==> config.mk <==
export PLATFORM = sky130hd
export DESIGN_NAME = sha256_msg_schedule
export DESIGN_NICKNAME = d
export VERILOG_FILES = /design/src/rtl/sha256_msg_schedule.sv
export SDC_FILE = /design/constraint.sdc
export NUM_CORES = 2
export LEC_CHECK = 0
export ABC_AREA = 1
export ABC_CLOCK_PERIOD_IN_PS = 3200
export CORE_ASPECT_RATIO = 0.9
export CORE_MARGIN = 2
export CORE_UTILIZATION = 45
export CTS_CLUSTER_DIAMETER = 50
export DETAILED_ROUTE_END_ITERATION = 16
export DONT_BUFFER_PORTS = 1
export GPL_TIMING_DRIVEN = 0
export HOLD_SLACK_MARGIN = 0.15
export PLACE_DENSITY_LB_ADDON = 0.3
export SYNTH_ARGS = -nofsm -noshare
export SYNTH_HDL_FRONTEND = slang
export SYNTH_SLANG_ARGS = --single-unit
==> constraint.sdc <==
create_clock -name clk -period 3.2 [get_ports clk]
set_clock_uncertainty 0.15 [all_clocks]
set_input_delay 0.16 -clock clk [delete_from_list [all_inputs] [get_ports clk]]
set_output_delay 0.16 -clock clk [all_outputs]
set_load 0.03 [all_outputs]
==> src/rtl/sha256_msg_schedule.sv <==
// SHA-256 message schedule: loads one 512-bit block and streams W[0..ROUNDS-1]
// to the round datapath over a valid/ready handshake, generating W[16..] in a
// 16-word sliding window.
module sha256_msg_schedule #(
  parameter int unsigned ROUNDS = 64,
  parameter int unsigned IDX_W  = 6
) (
  input  logic             clk,
  input  logic             rst_n,
  input  logic             start,
  input  logic [511:0]     block,
  input  logic             w_ready,
  output logic [31:0]      w_out,
  output logic [IDX_W-1:0] round_idx,
  output logic             w_valid,
  output logic             busy,
  output logic             done
);

  localparam int unsigned WORD_W = 32;
  localparam int unsigned WIN    = 16;

  typedef enum logic [1:0] {IDLE, RUN, DONE} state_t;

  state_t            state;
  state_t            next_state;
  logic [WORD_W-1:0] win [WIN];
  logic              accept_c;
  logic              last_c;
  logic              load_c;
  logic              shift_c;
  logic [WORD_W-1:0] next_w_c;

  function automatic logic [WORD_W-1:0] rotr(input logic [WORD_W-1:0] x, input int unsigned n);
    return (x >> n) | (x << (WORD_W - n));
  endfunction

  function automatic logic [WORD_W-1:0] sig0(input logic [WORD_W-1:0] x);
    return rotr(x, 7) ^ rotr(x, 18) ^ (x >> 3);
  endfunction

  function automatic logic [WORD_W-1:0] sig1(input logic [WORD_W-1:0] x);
    return rotr(x, 17) ^ rotr(x, 19) ^ (x >> 10);
  endfunction

  // Next generated word, taken from the registered window only.
  always_comb begin
    next_w_c = sig1(win[14]) + win[9] + sig0(win[1]) + win[0];
  end

  // Next-state decode plus window load/shift enables.
  always_comb begin
    next_state = state;
    load_c     = 1'b0;
    shift_c    = 1'b0;
    accept_c   = w_valid & w_ready;
    last_c     = (round_idx == IDX_W'(ROUNDS - 1));
    case (state)
      IDLE: begin
        if (start) begin
          load_c     = 1'b1;
          next_state = RUN;
        end
      end
      RUN: begin
        if (accept_c) begin
          if (last_c) begin
            next_state = DONE;
          end else begin
            shift_c = 1'b1;
          end
        end
      end
      DONE:    next_state = IDLE;
      default: next_state = IDLE;
    endcase
  end

  // State register.
  always_ff @(posedge clk or negedge rst_n) begin
    if (!rst_n) begin
      state <= IDLE;
    end else begin
      state <= next_state;
    end
  end

  // Registered status flags, decoded from the state being entered.
  always_ff @(posedge clk or negedge rst_n) begin
    if (!rst_n) begin
      w_valid <= 1'b0;
      busy    <= 1'b0;
      done    <= 1'b0;
    end else begin
      w_valid <= (next_state == RUN);
      busy    <= (next_state == RUN);
      done    <= (next_state == DONE);
    end
  end

  // Round index: cleared on load, advanced on every non-final accept.
  always_ff @(posedge clk or negedge rst_n) begin
    if (!rst_n) begin
      round_idx <= '0;
    end else if (load_c) begin
      round_idx <= '0;
    end else if (shift_c) begin
      round_idx <= round_idx + IDX_W'(1);
    end
  end

  // Sliding window: parallel load of the block, or shift down appending W[t+16].
  always_ff @(posedge clk or negedge rst_n) begin
    if (!rst_n) begin
      for (int i = 0; i < WIN; i++) begin
        win[i] <= '0;
      end
    end else if (load_c) begin
      for (int i = 0; i < WIN; i++) begin
        win[i] <= block[511 - 32*i -: 32];
      end
    end else if (shift_c) begin
      for (int i = 0; i < WIN - 1; i++) begin
        win[i] <= win[i+1];
      end
      win[WIN-1] <= next_w_c;
    end
  end

  assign w_out = win[0];

endmodule

==> Word-level counts from Yosys, hierarchy flattened <==
Index checks and enable logic that the tools add are counted.
W data, S select, Z words.
{ "totals": {"reg_bits": 522, "latchBits": 0, "ram_bits": 0, "mem_bits_ro": 0, "input_bits": 516, "word_cells": 52, "mem_count": 0} }
{ "op_classes": {"n_addsub": 4, "mul": 0, "div": 0, "magnitude_cmp": 0, "eq_ne": 4, "n_shift": 0, "n_mux": 13, "n_bitwise": 9, "n_reduce_logical": 2} }
{ "ops": {"columns": ["cell", "n"], "rows": [
  ["$mux W512", 2],
  ["$add A32 B32 Y32", 3],
  ["$xor A32 B32 Y32", 2],
  ["$or A13 B32 Y32", 1],
  ["$or A14 B32 Y32", 1],
  ["$or A15 B32 Y32", 1],
  ["$or A25 B32 Y32", 1],
  ["$xor A32 B22 Y32", 1],
  ["$xor A32 B29 Y32", 1],
  ["$mux W6", 2],
  ["$add A6 B1 Y6 const B", 1],
  ["$eq A6 B6 Y1 const B", 1],
  ["$mux W2", 3],
  ["$mux W1", 5],
  ["$eq A2 B1 Y1 const B", 2],
  ["$pmux W2 S2", 1],
  ["$eq A2 B2 Y1 const B", 1],
  ["$logic_not A2 Y1", 1],
  ["$reduce_bool A2 Y1", 1],
  ["$and A1 B1 Y1", 1]
]} }

==> Logic depth before layout (Yosys ltp) <==
{ "logic_depth": {"depth_word": 8, "mapped_depth": 19, "ltp_nobuf": 18} }

==> Worst setup path after synthesis <==
OpenSTA, ideal clock, no wires.
{ "synth_path": {"path_kind": "reg-to-reg", "startpoint": "register win[50] (netlist name)", "endpoint": "register win[29] (netlist name)", "setup_time_ns": 0.116, "arrival_time_ns": 3.220, "path_slack_ns": -0.286, "path_stages_with_launch": 19, "period_less_slack_ns": 3.486, "cell_sequence": "dfrtp_1 -> clkbuf_1 -> xnor2_1 -> xor2_1 -> fa_1 -> inv_1 -> fa_1 -> ha_1 -> fa_1 -> nand3_1 -> nand3_1 -> nand3_1 -> nand3_1 -> nand2_1 -> nand2_1 -> nand2_1 -> nand3_1 -> nand2_1 -> nand2_1"} }
{ "synth_via": {"elab_chain_cells": 8} }
{ "synth_rtl": {"columns": ["element", "line_no", "source"], "rows": [
  ["start, declared", "27", "logic [WORD_W-1:0] win [WIN];"],
  ["start signal, assigned by index", "120", "win[i] <= block[511 - 32*i -: 32];"],
  ["start signal, assigned by index", "124", "win[i] <= win[i+1];"],
  ["start signal, assigned by index", "126", "win[WIN-1] <= next_w_c;"],
  ["$or A15 B32 Y32", "35", "return (x >> n) | (x << (WORD_W - n));"],
  ["$xor A32 B32 Y32", "43", "return rotr(x, 17) ^ rotr(x, 19) ^ (x >> 10);"],
  ["$xor A32 B22 Y32 *", "43", null],
  ["$add A32 B32 Y32 * (3 in a row)", "48", "next_w_c = sig1(win[14]) + win[9] + sig0(win[1]) + win[0];"],
  ["$mux W512 *", "122", "end else if (shift_c) begin"],
  ["$mux W512 *", "118", "end else if (load_c) begin"]
]} }
Mark *: on every way between the ends. The rest lies on a longest branch, timed or not. The select of a mux whose other input is x is not followed.
A chain may end at the register's enable or synchronous reset.

==> Worst setup path after layout <==
{ "layout_path": {"startpoint": "register win[49] (netlist name)", "endpoint": "register win[25] (netlist name)"} }
The elaborated chain is that of the path after synthesis.

==> results.sh <==
export IMPL_status="complete, but fails checks"
export IMPL_violations="negative hold slack, max-slew violations, negative setup slack"
export IMPL_synth_warning_count=0
export IMPL_max_cap_viol_count=0
export IMPL_syn_nets=4287
export IMPL_wl_per_cell_um=25.3
export IMPL_worst_slew_pin_slew_ns=2.76
export IMPL_dpl_hpwl_um=91700
export IMPL_gp_congestion=0.973
export IMPL_startpoint_type="flop"
export IMPL_grt_pass1_wl_um=201000
export IMPL_slew_violations=367
export IMPL_ant_nets=0
export IMPL_ys_ff_latch=522
export IMPL_row_count=88
export IMPL_final_min_clock_period_ns=3.72
export IMPL_yosys_area_share_simple_pct=17.7
export IMPL_h_tree_depth=3
export IMPL_numCtsBuffers=66
export IMPL_synth_xor_area_share_pct=3.70
export IMPL_cts_tree="done"
export IMPL_finalSetupViolations=30
export IMPL_area_growth_pct=44.8
export IMPL_grt_setup_unrepaired="true"
export IMPL_critPathRequiredTime_ns=3.57
export IMPL_viasPerCell=5.88
export IMPL_clk_path_buf_depth=3
export IMPL_finish_utilization_pct=66.1
export IMPL_finalWorstSetupSlack_ns=-0.517
export IMPL_hold_viol=522
export IMPL_stdcell_count=5515
export IMPL_drt_iter0_markers=4659
export IMPL_synth_mux_area_share_pct=0
export IMPL_design_core_area_um2=64300
export IMPL_rrSetupSlack_ns=-0.52
export IMPL_cp_end_kind="flop"
export IMPL_hp_class="input port to asynchronous set/reset pin"
export IMPL_avgSynthCellArea_um2=7.98
export IMPL_slew_headroom_pct=-84.1
export IMPL_synthDistinctLibCells=33
export IMPL_nets=5173
export IMPL_synth_fa_ha_area_share_pct=5.60
export IMPL_hold_ws_ns=-0.835
export IMPL_dr_total_vias=32400
export IMPL_antenna_found_initial=39
export IMPL_crit_type="flop to flop"
export IMPL_clkSlewWorstSetupHoldPaths_ns=0.07
export IMPL_numPortBuffers=0
export IMPL_syn_inst=3677
export IMPL_root_buffer="clkbuf_16"
export IMPL_drc=0
export IMPL_grt_max_degree=523
export IMPL_cts_sinks=522
export IMPL_finalCritPeriodShare_pct=116
export IMPL_synth_top_family_by_area="simple AND/OR/NAND/NOR gates"
export IMPL_start_util_pct=45.6
export IMPL_die_h_um=246
export IMPL_drt_total_wl_um=140000
export IMPL_overflow=0
export IMPL_grtUsageTotal_pct=40.2
export IMPL_synth_compound_area_share_pct=17.3
export IMPL_crit_fanout=4
export IMPL_pin_count=557
export IMPL_layout_drive_gt1_share_pct=12.2
export IMPL_die_w_um=273
export IMPL_first_pass_iters=9
export IMPL_crit_arrival_ns=4.08
export IMPL_die_area_um2=67200
export IMPL_dp_cells=4532
export IMPL_syn_area_um2=29300
export IMPL_clk_latency_ns=0.63
export IMPL_first_global_vias=32500
export IMPL_fmax_mhz=269
export IMPL_yosysSeqAreaShare_pct=44.5
## path summary, 6_finish.rpt
path / start / to / cells past startpoint
max: win[49] / win[25] / 17
max in group asynchronous: rst_n / win[57] / 0
max reg2reg: win[49] / win[25] / 17
min: rst_n / win[404] / 0
min reg2reg: win[21] / win[21] / 2
min in group clk: block[306] / win[306] / 3
## synth_stat cells
master | instances | area share (%)
buf_1 | 14 | 0.18
o21ai_1 | 47 | 0.80
nand2_1 | 993 | 13
ha_1 | 32 | 1.4
a31oi_1 | 214 | 4.6
o21bai_1 | 2 | 0.051
fa_1 | 62 | 4.2
buf_4 | 37 | 0.95
a21o_1 | 2 | 0.051
a21oi_1 | 43 | 0.73
buf_2 | 63 | 1.1
inv_1 | 484 | 6.2
o21ai_0 | 241 | 4.1
nand4_1 | 3 | 0.064
a22o_1 | 1 | 0.030
inv_2 | 1 | 0.013
nor3_1 | 9 | 0.15
clkbuf_1 | 144 | 1.8
nor3b_1 | 1 | 0.026
nor2_1 | 287 | 3.7
nand4_2 | 1 | 0.043
o211ai_1 | 270 | 6.9
buf_6 | 24 | 0.92
o21a_1 | 2 | 0.051
nor2_2 | 2 | 0.043
nand2_2 | 1 | 0.021
and2_1 | 3 | 0.064
nand3_1 | 44 | 0.75
xor2_1 | 57 | 1.7
nand4_4 | 1 | 0.073
nand3b_1 | 3 | 0.077
xnor2_1 | 67 | 2.0
dfrtp_1 | 522 | 45
## cell usage in the layout (no fill, tap or decap), types with 57 or more instances in the layout
cell / count
dfrtp_1: 492
buf_2: 63
clkbuf_1: 123
o211ai_1: 270
inv_1: 471
nand2_1: 922
a31oi_1: 213
dlygate4sd3_1: 783
buf_4: 79
nor2_1: 268
o21ai_0: 228
fa_1: 60
clkbuf_16: 66
o21ai_1: 57
## worst max-delay path: stages, from the launching register on
cell and delay, ns:
dfrtp_2 0.42, buf_4 0.19, xnor2_1 0.26, xnor2_1 0.12, fa_1 0.43, fa_1 0.53, ha_4 0.19, fa_2 0.40
nand3_2 0.11, nand3_4 0.11, nand2_4 0.09, nand2_4 0.07, nand3_2 0.09, nand3_2 0.07, nand2_1 0.09, nand3_2 0.11
nand2_2 0.13, nand2_1 0.05
## layout make-up
cell class / count / area (um^2)
Clock buffer: 80 / 1770
Timing Repair Buffer: 838 / 8320
Clock inverter: 38 / 428
Sequential cell: 522 / 13100
Inverter: 485 / 1830
Fill cell: 4750 / 21800
Antenna cell: 47 / 118
Buffer: 262 / 1410
Multi-Input combinational cell: 2388 / 14400
Tap cell: 855 / 1070
## metrics by stage
stage               hold WS (ns)  setup TNS [ns]  area, um^2  setup slack (ns)
floorplan                 -0.286         -0.0754       29400           -0.0306
global placement          -0.219          -22.44       30500             -1.15
detailed placement        -0.221          -22.54       30500             -1.15
CTS                       -0.860           -9.53       41600            -0.458
global route              -0.836          -14.46       42400            -0.646
finish                    -0.835          -11.38       42500            -0.517
## kinds of logic (layout without fill, tap and decap cells)
| logic type | Yosys count | after routing |
|---|---|---|
| XOR/XNOR | 124 | 124 |
| flip-flops | 522 | 522 |
| AND/OR/NAND/NOR | 1348 | 1348 |
| buffers and inverters | 767 | 1703 |
| adder cells (fa/ha/maj) | 94 | 94 |
| AO/OA/AOI/OAI | 822 | 822 |
| other | 0 | 47 |
## state kept, by name, indices dropped and copies added (netlist names)
signal     count
win          480
w_out         32
round_idx      6
state          2
busy           1
done           1
## layer usage
layer,up-vias,global-route usage [%],wire (um),part of all wire (%)
met5,-,0,112,0.080
met4,16,24.3,10600,7.6
met3,846,14.8,17700,13
met2,2556,60.3,60500,43
met1,15400,49.2,50600,36
li1,13600,-,-,-
## repair_timing
action                                 in CTS  in global routing
endpoints found under the hold margin    1040                523
setup buffers                              34                 23
pin swaps                                  76                 87
setup endpoints to repair                  29                263
hold buffers                              782                  1
resized for setup                         211                145
Power is not shown: default switching activity piles up to over one toggle a cycle in this logic, so the estimate is an artifact.
